===== src/rtl/rename_pkg.sv =====
// rtl/rename_pkg.sv - shared rename-stage parameters and physical register type
package rename_pkg;

    localparam int NUM_PREG = 64;
    localparam int NUM_AREG = 32;
    localparam int PREG_W   = $clog2(NUM_PREG);
    localparam int FL_DEPTH = NUM_PREG - NUM_AREG;
    localparam int FL_PTR_W = $clog2(FL_DEPTH);

    typedef logic [PREG_W-1:0]   preg_t;
    typedef logic [FL_PTR_W-1:0] fl_ptr_t;
    // Free count spans 0..FL_DEPTH, which fits in PREG_W bits.
    typedef logic [PREG_W-1:0]   fl_cnt_t;

endpackage


===== src/rtl/preg_free_list.sv =====
// rtl/preg_free_list.sv - physical register free list with busy tracking and double-free guard
module preg_free_list
    import rename_pkg::*;
(
    input  logic    clk,
    input  logic    rstn,
    input  logic    alloc_req,
    output logic    alloc_gnt,
    output preg_t   alloc_preg,
    input  logic    rel_valid,
    input  preg_t   rel_preg,
    output logic    empty,
    output fl_cnt_t free_count,
    output logic    dbl_free_err
);

    preg_t                fifo_q [FL_DEPTH];
    fl_ptr_t              head_q, head_d;
    fl_ptr_t              tail_q, tail_d;
    fl_cnt_t              count_q, count_d;
    logic [NUM_PREG-1:0]  busy_q, busy_d;
    logic                 err_q, err_d;

    logic                 rel_nonzero;
    logic                 rel_legal;
    logic                 rel_dbl;

    // Grant path depends only on registered state and alloc_req; releases never bypass.
    always_comb begin
        alloc_gnt   = alloc_req && (count_q != '0);
        alloc_preg  = fifo_q[head_q];
        empty       = (count_q == '0);
        rel_nonzero = rel_valid && (rel_preg != '0);
        rel_legal   = rel_nonzero && busy_q[rel_preg];
        rel_dbl     = rel_nonzero && !busy_q[rel_preg];
    end

    // Next-state for pointers, count, busy vector and sticky error.
    // A granted preg was free and a legally released one was busy, so the
    // two busy updates can never target the same bit.
    always_comb begin
        head_d  = head_q;
        tail_d  = tail_q;
        count_d = count_q;
        busy_d  = busy_q;
        err_d   = err_q || rel_dbl;
        if (alloc_gnt) begin
            head_d              = head_q + fl_ptr_t'(1);
            busy_d[alloc_preg]  = 1'b1;
        end
        if (rel_legal) begin
            tail_d              = tail_q + fl_ptr_t'(1);
            busy_d[rel_preg]    = 1'b0;
        end
        if (rel_legal && !alloc_gnt) begin
            count_d = count_q + fl_cnt_t'(1);
        end else if (!rel_legal && alloc_gnt) begin
            count_d = count_q - fl_cnt_t'(1);
        end
    end

    // State registers; reset preloads the pool with the unmapped pregs in order.
    always_ff @(posedge clk or negedge rstn) begin
        if (!rstn) begin
            for (int i = 0; i < FL_DEPTH; i++) begin
                fifo_q[i] <= preg_t'(NUM_AREG + i);
            end
            head_q  <= '0;
            tail_q  <= '0;
            count_q <= fl_cnt_t'(FL_DEPTH);
            busy_q  <= {{(NUM_PREG-NUM_AREG){1'b0}}, {NUM_AREG{1'b1}}};
            err_q   <= 1'b0;
        end else begin
            if (rel_legal) begin
                fifo_q[tail_q] <= rel_preg;
            end
            head_q  <= head_d;
            tail_q  <= tail_d;
            count_q <= count_d;
            busy_q  <= busy_d;
            err_q   <= err_d;
        end
    end

    assign free_count   = count_q;
    assign dbl_free_err = err_q;

endmodule


===== config.mk =====
export PLATFORM = sky130hd
export DESIGN_NAME = preg_free_list
export DESIGN_NICKNAME = d
export VERILOG_FILES = /design/src/rtl/rename_pkg.sv /design/src/rtl/preg_free_list.sv
export SDC_FILE = /design/constraint.sdc
export NUM_CORES = 1
export LEC_CHECK = 0
export CAP_MARGIN = 20
export CORE_MARGIN = 1
export CORE_UTILIZATION = 30
export DETAILED_ROUTE_END_ITERATION = 6
export DONT_BUFFER_PORTS = 1
export GPL_TIMING_DRIVEN = 0
export PLACE_DENSITY_LB_ADDON = 0.08
export SYNTH_ARGS = -nofsm -noshare
export SYNTH_HDL_FRONTEND = slang
export SYNTH_SLANG_ARGS = --single-unit

===== constraint.sdc =====
create_clock -name clk -period 6.6 [get_ports clk]
set_input_delay 1.32 -clock clk [delete_from_list [all_inputs] [get_ports clk]]
set_output_delay 1.32 -clock clk [all_outputs]
set_load 0.03 [all_outputs]

Yosys cells after proc, flatten, opt, wreduce, memory -nomap -nowiden
Index checks and enable logic that the tools add are counted.
{ "classes": {"bitwise": 5, "muxes": 16, "order_cmp": 7, "addsub": 4, "reduce_logical": 17} }
{ "op_table": {"columns": ["operator", "n"], "rows": [
  ["192-bit bitwise mux", 1],
  ["64-bit two-way mux", 2],
  ["64-bit bitwise AND", 1],
  ["64-bit NOT", 1],
  ["64-bit bitwise OR", 1],
  ["6-bit binary-select mux with 5-bit select", 1],
  ["6-bit demux with 5-bit select", 1],
  ["6-bit two-way mux", 5],
  ["6-bit by 7-bit less-than comparator with 1-bit output, second input constant", 2],
  ["1-bit demux with 6-bit select", 2],
  ["6-bit by 1-bit >= comparator with 1-bit output, second input constant", 2],
  ["6-bit >= comparator, second input constant", 2],
  ["5-bit NOT with 6-bit output", 2],
  ["6-bit nonzero test", 2],
  ["5-bit by 1-bit adder with 5-bit output, second input constant", 2],
  ["1-bit logical AND", 9],
  ["6-bit by 1-bit adder with 6-bit output, second input constant", 1],
  ["1-bit binary-select mux with 6-bit select", 1],
  ["6-bit zero test", 1],
  ["6-bit by 1-bit less-than comparator with 1-bit output, second input constant", 1],
  ["6-bit by 1-bit subtractor with 6-bit output, second input constant", 1],
  ["1-bit zero test", 3],
  ["1-bit two-way mux", 3],
  ["2-bit nonzero test", 1],
  ["1-bit logical OR", 1]
]} }
{ "word_totals": {"output_inout_bits": 15, "reg_bits": 273, "elab_cells": 86} }

Longest topological paths before layout
Gate-level depths: netlist of the first run.
{ "logic_depth": {"word_depth": 12, "mapped_depth": 20, "depth_no_buf": 16} }

Worst setup path before layout of the first run
Ideal clock, no wire load.
{ "synth_timing": {"path_kind": "input -> register", "start": "input rel_preg[2]", "end": "register count_q[5], in the netlist free_count[5]", "setup_time_ns": 0.085, "required_time_ns": 6.515, "path_stages": 19, "setup_slack_ns": 1.877, "arrival_time_ns": 4.638, "path_cell_list": "buf_2 buf_2 mux2i_1 o22ai_1 o41ai_1 o31ai_1 a211oi_2 buf_2 nor2_1 ha_1 inv_1 ha_1 a21oi_1 nand2_1 a21o_1 a21oi_1 xnor2_1 nor2_1 xor2_1"} }
{ "synth_between": {"elab_chain_len": 6} }
{ "synth_rtl": {"columns": ["item", "line_no", "rtl"], "rows": [
  ["from (decl)", "preg_free_list.sv:11", "input preg_t rel_preg,"],
  ["1-bit binary-select mux with 6-bit select / 6-bit nonzero test (equally long branches)", "preg_free_list.sv:34, preg_free_list.sv:33", null],
  ["1-bit two-way mux (implied by the code) / 1-bit logical AND (equally long branches)", "preg_free_list.sv:34, preg_free_list.sv:33", null],
  ["1-bit logical AND (*)", "preg_free_list.sv:34", "rel_legal = rel_nonzero && busy_q[rel_preg];"],
  ["via rel_legal", "preg_free_list.sv:25", "logic rel_legal;"],
  ["1-bit zero test", "preg_free_list.sv:57", "end else if (!rel_legal && alloc_gnt) begin"],
  ["1-bit logical AND", "preg_free_list.sv:57", null],
  ["2-bit nonzero test (no source line)", null, null],
  ["to (signal assigned)", "preg_free_list.sv:70", "count_q <= fl_cnt_t'(FL_DEPTH);"],
  ["to (signal assigned)", "preg_free_list.sv:79", "count_q <= count_d;"],
  ["to (decl)", "preg_free_list.sv:20", "fl_cnt_t count_q, count_d;"]
]} }
The timed path passes the listed nets; every way through them passes the cells marked *. The select of a mux whose other input is x is not followed.
A chain may end at the register's enable or synchronous reset.

Worst setup path after layout of the first run
Same ends and word-level chain as after synthesis.

==> results.py, run 1 <==
metrics = {
    "power": {
        "powerDensity_mw_per_mm2": 444,
        "finalPower_mw": 6.95,
        "vdd_drop_max_uv": 196,
        "leakagePower_nw": 6.46,
    },
    "outcome": {
        "outcome": "finished clean",
    },
    "finish": {
        "drive_gt1_share_pct": 41.5,
        "finalNonFillerCells": 1698,
        "area_growth_pct": 14.6,
        "final_area_mm2": 0.0156,
        "fin_nets": 1099,
        "fin_util_pct": 35.2,
    },
    "drt": {
        "drt_iter0_drc": 488,
        "postRouteAntennaNets": 0,
        "drc": 0,
        "wl_per_cell_um": 24.8,
        "vias": 8842,
        "routed_wl_um": 42100,
        "dr.pass1.iters": 5,
        "vias_per_cell": 5.21,
    },
    "logic_synthesis": {
        "syn_nets": 1055,
        "ys_seq_area_share_pct": 51.4,
        "synth_area_mm2": 0.0137,
        "yosysMostFrequentCell": "dfstp_2",
        "synth-edff-count": 0,
        "synthDistinctLibCells": 64,
        "yosysTopAreaCell": "dfstp_2",
        "ys_async_sr_fraction_pct": 100,
        "ys_seq_elements": 273,
        "synth.avg_cell_area_um2": 13.2,
        "synthTopCellsByCount": "dfstp_2, a21oi_1, dfrtp_1",
        "yosysWarnings": 0,
        "netlist_instances": 1033,
        "synthFlopType": "dfstp_2",
        "netlist_top_cells_area": "dfstp_2, dfrtp_1, mux2_2",
        "yosysTopAreaCellShare_pct": 27.9,
    },
    "floorplan": {
        "die_h_um": 215,
        "rows": 77,
        "ios": 25,
        "start_util_pct": 30.7,
        "die-width_um": 215,
        "coreArea_mm2": 0.0445,
        "die-area_mm2": 0.0464,
    },
    "critical_path": {
        "max_stage_delay_ns": 0.79,
        "crit_arrival_ns": 5.96,
        "worstSetupPathType": "in -> reg",
        "worstPathMaxFanout": 10,
        "critPathSlowestCell": "a211oi_2",
        "required_ns": 7.08,
        "worst_path_most_repeated_cell": "buf_2",
        "crit_buf_inv": 4,
        "crit_chain": "buf_2 > buf_2 > mux2i_1 > o22ai_1 > o41ai_1 > o31ai_1 > a211oi_2 > buf_2 > nor2_1 > ha_1 > inv_1 > ha_1 > a21oi_1 > nand2_1 > a21o_1 > a21oi_1 > xnor2_1 > nor2_1 > xor2_1",
        "startpoint_type": "input pin",
        "cp_top_family": "compound AO/OA/AOI/OAI gates",
        "endpoint_kind": "flip-flop",
    },
    "timing": {
        "tightest_slew_ns": 1.09,
        "final_max_slew_viol_count": 0,
        "tns_ns": 0,
        "fin_skew_ns": 0.0328,
        "grt_setup_unrepaired": "no",
        "max_slew_margin_pct": 26.5,
        "finalCritPeriodShare_pct": 83.0,
        "finalHoldViolations": 0,
        "period_minus_slack_ns": 5.48,
        "setup_viol": 0,
        "fmax_mhz": 182,
    },
    "place": {
        "dpl.cell_count": 1630,
        "gp_congestion": 0.916,
        "portBuffers": 0,
        "placed_area_mm2": 0.0144,
        "dpl.hpwl_um": 28200,
    },
    "clock_network": {
        "ctsHoldBuffers": 0,
        "cts_setup_buffers": 0,
        "ctsLongestPathBuffers": 3,
        "postCtsResizedCells": 0,
        "clkTransAtPathRegs_ns": 0.06,
        "cts_tree": "yes",
        "clock-sinks": 273,
        "clockRootBuffer": "clkbuf_16",
        "htreeDepth": 2,
        "clk_latency_ns": 0.55,
        "numCtsBuffers": 36,
    },
    "hold_path": {
        "hp-class": "reg -> reg",
    },
    "global_routing": {
        "track_usage_pct": 18.8,
        "antenna_found_initial": 0,
        "grt_pass1_wl_um": 64200,
        "gr-total-overflow": 0,
        "grt_pass1_vias": 9302,
        "grt_max_degree": 274,
    },
    "flow_run": {
        "maxCapViolations": 0,
    },
}
cell families after synthesis:
logic type / share of synthesized area [%]
muxes: 26.2
DFF: 51.4
AOI/OAI and AO/OA: 8.33
and+or+nand+nor: 8.82
buffers and inverters: 3.18
xor gates and xnor gates: 0.898
adders and majority gates: 1.15
routing by layer:
metal,part of all wire [%],vias to the layer above,routed length (um),global-route usage (%)
li1,-,3915,-,-
met1,47,4647,19600,26.4
met2,46,202,19300,29.0
met3,4.4,78,1850,2.93
met4,3.2,0,1330,7.07
met5,0,-,0,0
through the flow:
stage | setup WS (ns) | hold WS (ns)
after detailed placement | 0.532 | 0.470
final | 1.12 | 0.478
after floorplan | 1.88 | 0.449
after global routing | 0.839 | 0.481
after global placement | 0.0751 | 0.460
after CTS | 1.09 | 0.469
final cells by class:
type                            count  area (um2)
Inverter                           14        57.6
Clock inverter                     12         128
Fill cell                        4443       28900
Tap cell                          592         741
Timing Repair Buffer                6        50.0
Buffer                             73         377
Sequential cell                   273        7010
Clock buffer                       54        1070
Multi-Input combinational cell    673        6210
Antenna cell                        1        2.50
power breakdown:
group	internal, mW	switching, mW	total [mW]
Clock	1.20	0.779	1.98
Sequential	2.27	0.285	2.55
Combinational	0.936	1.48	2.42
worst reg2reg max path: stages, from the launching register on:
cell and delay, ns:
dfrtp_1 0.38, mux4_2 0.48, mux2_2 0.31, a22oi_1 0.19
nand3_1 0.15, a211oi_2 0.72, buf_2 0.45, nor2_1 0.17
ha_1 0.31, inv_1 0.17, ha_1 0.28, a21oi_1 0.13
nand2_1 0.11, a21o_1 0.19, a21oi_1 0.18, xnor2_1 0.14
nor2_1 0.06, xor2_1 0.16
path summary, 6_finish.rpt:
| kind | startpoint | slack [ns] | cells after the start | endpoint |
|---|---|---|---|---|
| setup / recovery | rel_preg[2] | 1.12 | 19 | free_count[5] |
| hold / removal | fifo_q[44] | 0.48 | 1 | fifo_q[44] |
| setup reg to reg | busy_q[45] | 1.95 | 17 | free_count[5] |
| hold reg to reg | fifo_q[44] | 0.48 | 1 | fifo_q[44] |
| max in group asynchronous | rstn | 5.59 | 0 | fifo_q[26] |
| min in group asynchronous | rstn | 0.51 | 0 | fifo_q[174] |
placed cells by master (no fill, tap or decap), types with 7 or more instances in the layout:
master,n
dfstp_2,145
a21oi_1,132
dfrtp_1,128
mux2_2,125
mux2_1,71
nand2_1,46
clkbuf_1,44
mux4_2,41
mux2i_1,40
clkbuf_16,38
nor3_2,32
buf_2,18
and2_1,16
nor3_1,13
nor2_1,13
nand3_1,11
ha_1,11
inv_1,10
buf_4,10
buf_1,9
nor2b_1,7
nor3_4,7
xnor2_1,7
xor2_1,7
clkinv_2,7
flip-flops by register name, summed over array words and instances (netlist names):
signal	cells
head_q	5
free_count	6
fifo_q	192
busy_q	64
tail_q	5
dbl_free_err	1
(Power assumes the default switching activity.)
==> run 2: changes to the inputs <==
- clock period: 6.6 -> 5.5 ns (I/O delays scaled with it)
==> results.py, run 2 (same netlist as run 1, synthesis figures left out) <==
metrics = {
    "place": {
        "place_ws_ns": -0.348,
        "dpl.hpwl_um": 28200,
        "placed_area_mm2": 0.0144,
        "gp_congestion": 0.916,
        "portBuffers": 0,
    },
    "global_routing": {
        "track_usage_pct": 18.8,
        "antenna_found_initial": 0,
        "grt_pass1_vias": 9302,
        "gr-total-overflow": 0,
        "grt_max_degree": 274,
        "grt_pass1_wl_um": 64200,
    },
    "critical_path": {
        "ff2ff_path_depth": 17,
        "r2r_setup_slack_ns": 1.04,
        "crit_arrival_ns": 5.62,
        "required_ns": 5.98,
        "startpoint_type": "input pin",
        "critPathSlowestCell": "nor3_2",
        "endpoint_kind": "flip-flop",
        "crit_start": "rel_preg[2]",
        "cp.depth": 18,
        "max_stage_delay_ns": 0.72,
        "crit_chain": "buf_2 > buf_2 > buf_2 > nor3_2 > nand2_1 > nand2_1 > clkbuf_1 > nor2_1 > ha_1 > inv_1 > ha_1 > a21oi_1 > nand2_1 > a21o_1 > a21oi_1 > xnor2_1 > nor2_1 > xor2_1",
        "worstPathMaxFanout": 10,
        "worstSetupPathType": "in -> reg",
        "endpoint": "free_count[5]",
        "r2r_start": "busy_q[45]",
        "crit_buf_inv": 5,
        "worstReg2RegEnd": "free_count[5]",
        "cp_top_family": "simple AND/OR/NAND/NOR gates",
    },
    "clock_network": {
        "cts_setup_buffers": 0,
        "clk_latency_ns": 0.55,
        "clkTransAtPathRegs_ns": 0.06,
        "clockRootBuffer": "clkbuf_16",
        "htreeDepth": 2,
        "clock-sinks": 273,
        "numCtsBuffers": 36,
        "ctsLongestPathBuffers": 3,
        "cts_tree": "yes",
    },
    "finish": {
        "drive_gt1_share_pct": 41.5,
        "largest_reg_flops": 192,
        "area_growth_pct": 14.7,
        "largest_register": "fifo_q",
        "final_common_cell": "dfstp_2",
        "final_area_mm2": 0.0157,
        "layout_common_cells": "dfstp_2, a21oi_1, dfrtp_1",
        "fin_nets": 1099,
    },
    "power": {
        "vdd_drop_max_uv": 237,
        "leakagePower_nw": 6.46,
        "powerDensity_mw_per_mm2": 533,
    },
    "floorplan": {
        "die-width_um": 215,
        "start_util_pct": 30.7,
        "coreArea_mm2": 0.0445,
        "die-area_mm2": 0.0464,
        "die_h_um": 215,
        "ios": 25,
        "rows": 77,
    },
    "timing": {
        "max_slew_margin_pct": 27.5,
        "fmax_mhz": 194,
        "finalHoldViolations": 0,
        "timing.hold.ws_ns": 0.289,
        "setup_viol": 0,
        "worst_slack_ns": 0.357,
        "tightest_slew_ns": 1.08,
        "grt_setup_unrepaired": "no",
        "fin_skew_ns": 0.0330,
        "period_minus_slack_ns": 5.14,
        "finalCritPeriodShare_pct": 93.5,
        "final_max_slew_viol_count": 0,
    },
    "drt": {
        "postRouteAntennaNets": 0,
        "drc": 0,
        "vias_per_cell": 5.20,
        "routed_wl_um": 42100,
        "drt_iter0_drc": 490,
        "dr.pass1.iters": 4,
        "wl_per_cell_um": 24.8,
        "vias": 8838,
    },
    "outcome": {
        "outcome": "finished clean",
    },
    "hold_path": {
        "hp-class": "in -> async",
    },
    "flow_run": {
        "maxCapViolations": 0,
    },
}
## run 2: repair_timing
action | 4_1_cts | 5_1_grt
resized for setup | 0 | 1
setup endpoints to repair | 0 | 1
hold buffers | 0 | 0
## run 2: worst min path at each step
stage | startpoint | to | slack [ns] | cells past startpoint
after CTS | rstn | tail_q[2] | 0.25 | 0
after global routing | rstn | tail_q[4] | 0.26 | 0
after floorplan | fifo_q[38] | fifo_q[38] | 0.45 | 1
after detailed placement | fifo_q[44] | fifo_q[44] | 0.47 | 1
final | rstn | fifo_q[174] | 0.29 | 0
after global placement | fifo_q[26] | fifo_q[26] | 0.46 | 1
## run 2: stage by stage
step                      power, mW  util (%)  setup TNS (ns)  cells
after floorplan                5.07         -               0   1033
after global placement         5.98      32.3           -1.79   1625
after detailed placement       6.01      32.4          -0.401   1630
after CTS                      8.45      35.1               0   1696
after global routing           8.80      35.2               0   1697
final                          8.34      35.2               0   1699
## run 2: per-layer routing
layer,wire length [um],global-route usage [%]
met1,19700,26.4
met3,1720,2.93
met4,1340,7.07
met5,0,0
met2,19400,29.0
## run 2: power breakdown
| part | internal [mW] | total [mW] | switching (mW) |
|---|---|---|---|
| clock | 1.45 | 2.38 | 0.937 |
| sequential | 2.72 | 3.06 | 0.341 |
| combinational | 1.12 | 2.90 | 1.77 |
| total | 5.29 | 8.34 | 3.05 |
## run 2: final cells by class
class / instances / area, um2
Sequential cell: 273 / 7010
Antenna cell: 2 / 5.00
Multi-Input combinational cell: 673 / 6220
Tap cell: 592 / 741
Buffer: 73 / 377
Fill cell: 4442 / 28900
Inverter: 14 / 57.6
Clock inverter: 12 / 128
Timing Repair Buffer: 6 / 50.0
Clock buffer: 54 / 1070
==> run 3: changes to the inputs <==
- MAX_ROUTING_LAYER: not set -> met4
==> results.py, run 3 (same netlist as run 1, synthesis figures left out) <==
metrics = {
    "critical_path": {
        "crit_buf_inv": 5,
        "cp_top_family": "simple AND/OR/NAND/NOR gates",
        "required_ns": 5.98,
        "crit_start": "rel_preg[2]",
        "worstSetupPathType": "in -> reg",
        "critPathSlowestCell": "nor3_2",
        "max_stage_delay_ns": 0.71,
        "r2r_start": "busy_q[45]",
        "worstPathMaxFanout": 10,
        "crit_arrival_ns": 5.59,
        "endpoint_kind": "flip-flop",
        "startpoint_type": "input pin",
        "crit_chain": "buf_2 > buf_2 > buf_2 > nor3_2 > nand2_1 > nand2_1 > clkbuf_1 > nor2_1 > ha_1 > inv_1 > ha_1 > a21oi_1 > nand2_1 > a21o_1 > a21oi_1 > xnor2_1 > nor2_1 > xor2_1",
    },
    "clock_network": {
        "clk_latency_ns": 0.55,
        "numCtsBuffers": 36,
        "clock-sinks": 273,
        "ctsHoldBuffers": 0,
        "htreeDepth": 2,
        "clkTransAtPathRegs_ns": 0.06,
        "cts_tree": "yes",
        "cts_setup_buffers": 0,
        "clockRootBuffer": "clkbuf_16",
        "ctsLongestPathBuffers": 3,
    },
    "drt": {
        "vias_per_cell": 5.22,
        "vias": 8866,
        "wl_per_cell_um": 24.8,
        "drc": 0,
        "routed_wl_um": 42100,
        "postRouteAntennaNets": 0,
        "dr.pass1.iters": 5,
        "drt_iter0_drc": 558,
    },
    "power": {
        "power.switching_mw": 3.06,
        "finalPower_mw": 8.36,
        "p_comb_share_pct": 34.8,
        "swShare_pct": 36.7,
        "powerDensity_mw_per_mm2": 534,
        "seq_power_share_pct": 36.7,
        "clockPowerShare_pct": 28.6,
        "leakagePower_nw": 6.46,
        "internal-power_mw": 5.29,
        "vdd_drop_max_uv": 237,
    },
    "hold_path": {
        "hp-class": "in -> async",
    },
    "timing": {
        "tightest_slew_ns": 1.06,
        "fmax_mhz": 196,
        "finalCritPeriodShare_pct": 92.9,
        "grt_setup_unrepaired": "no",
        "finalHoldViolations": 0,
        "period_minus_slack_ns": 5.11,
        "fin_skew_ns": 0.0334,
        "setup_viol": 0,
        "timing.hold.ws_ns": 0.287,
        "final_max_slew_viol_count": 0,
        "max_slew_margin_pct": 28.5,
    },
    "global_routing": {
        "antenna_found_initial": 0,
        "grt_max_degree": 274,
        "gr-total-overflow": 0,
        "grt_pass1_vias": 9291,
        "grt_pass1_wl_um": 64200,
        "track_usage_pct": 19.3,
    },
    "finish": {
        "largest_register": "fifo_q",
        "area_growth_pct": 14.7,
        "drive_gt1_share_pct": 41.5,
        "final_common_cell": "dfstp_2",
        "fin_nets": 1099,
        "layout_common_cells": "dfstp_2, a21oi_1, dfrtp_1",
        "fin_util_pct": 35.2,
        "largest_reg_flops": 192,
    },
    "place": {
        "gp_congestion": 0.933,
        "dpl.hpwl_um": 28200,
        "portBuffers": 0,
    },
    "outcome": {
        "outcome": "finished clean",
    },
    "floorplan": {
        "rows": 77,
        "die_h_um": 215,
        "die-width_um": 215,
        "die-area_mm2": 0.0464,
        "coreArea_mm2": 0.0445,
        "start_util_pct": 30.7,
        "ios": 25,
    },
    "flow_run": {
        "maxCapViolations": 0,
    },
}
-- run 3: cell count changes in the layout (fill, tap and decap cells not counted), sizes merged --
cell,change
diode,-1
-- run 3: cell type report --
type | instances | area [um2]
Buffer | 73 | 377
Clock buffer | 54 | 1070
Antenna cell | 1 | 2.50
Timing Repair Buffer | 6 | 50.0
Inverter | 14 | 57.6
Sequential cell | 273 | 7010
Clock inverter | 12 | 128
Multi-Input combinational cell | 673 | 6220
Tap cell | 592 | 741
Fill cell | 4441 | 28900
-- run 3: repair_timing --
| action | in CTS | in global routing |
|---|---|---|
| endpoints found under the hold margin | 0 | 0 |
| gates resized for setup | 0 | 1 |
| setup endpoints to repair | 0 | 1 |
-- run 3: stage by stage --
stage          instance area [um2]  setup TNS (ns)  std cells  setup slack, ns
2_1_floorplan                13700               0       1033            0.997
3_3_place_gp                 14400           -1.79       1625           -0.805
3_5_place_dp                 14400          -0.401       1630           -0.348
4_1_cts                      15600               0       1696            0.211
5_1_grt                      15700               0       1697           0.0553
6_report                     15700               0       1698            0.389
-- run 3: worst paths after layout --
| kind | end | slack (ns) | cells past startpoint |
|---|---|---|---|
| worst min-delay path | fifo_q[174] | 0.29 | 0 |
| max in group asynchronous | fifo_q[26] | 4.58 | 0 |
| worst max register to register | free_count[5] | 1.02 | 17 |
| worst min register to register | fifo_q[44] | 0.48 | 1 |
| worst max-delay path | free_count[5] | 0.39 | 18 |
| min in group clk | fifo_q[44] | 0.48 | 1 |
-- run 3: power groups by stage --
stage               logic, mW  registers (mW)  clock network (mW)
CTS                      2.93            3.06                2.46
detailed placement       2.92            3.09                   0
global route             3.12            3.14                2.54
global placement         2.89            3.09                   0
floorplan                2.08            2.99                   0
finish                   2.91            3.07                2.39
-- run 3: routing by layer --
metal	up-vias	global-route usage (%)	part of all wire, %
met5	-	-	0
met2	180	29.0	46
met4	0	7.16	3.2
li1	3921	-	-
met1	4684	26.4	47
met3	81	2.93	3.8
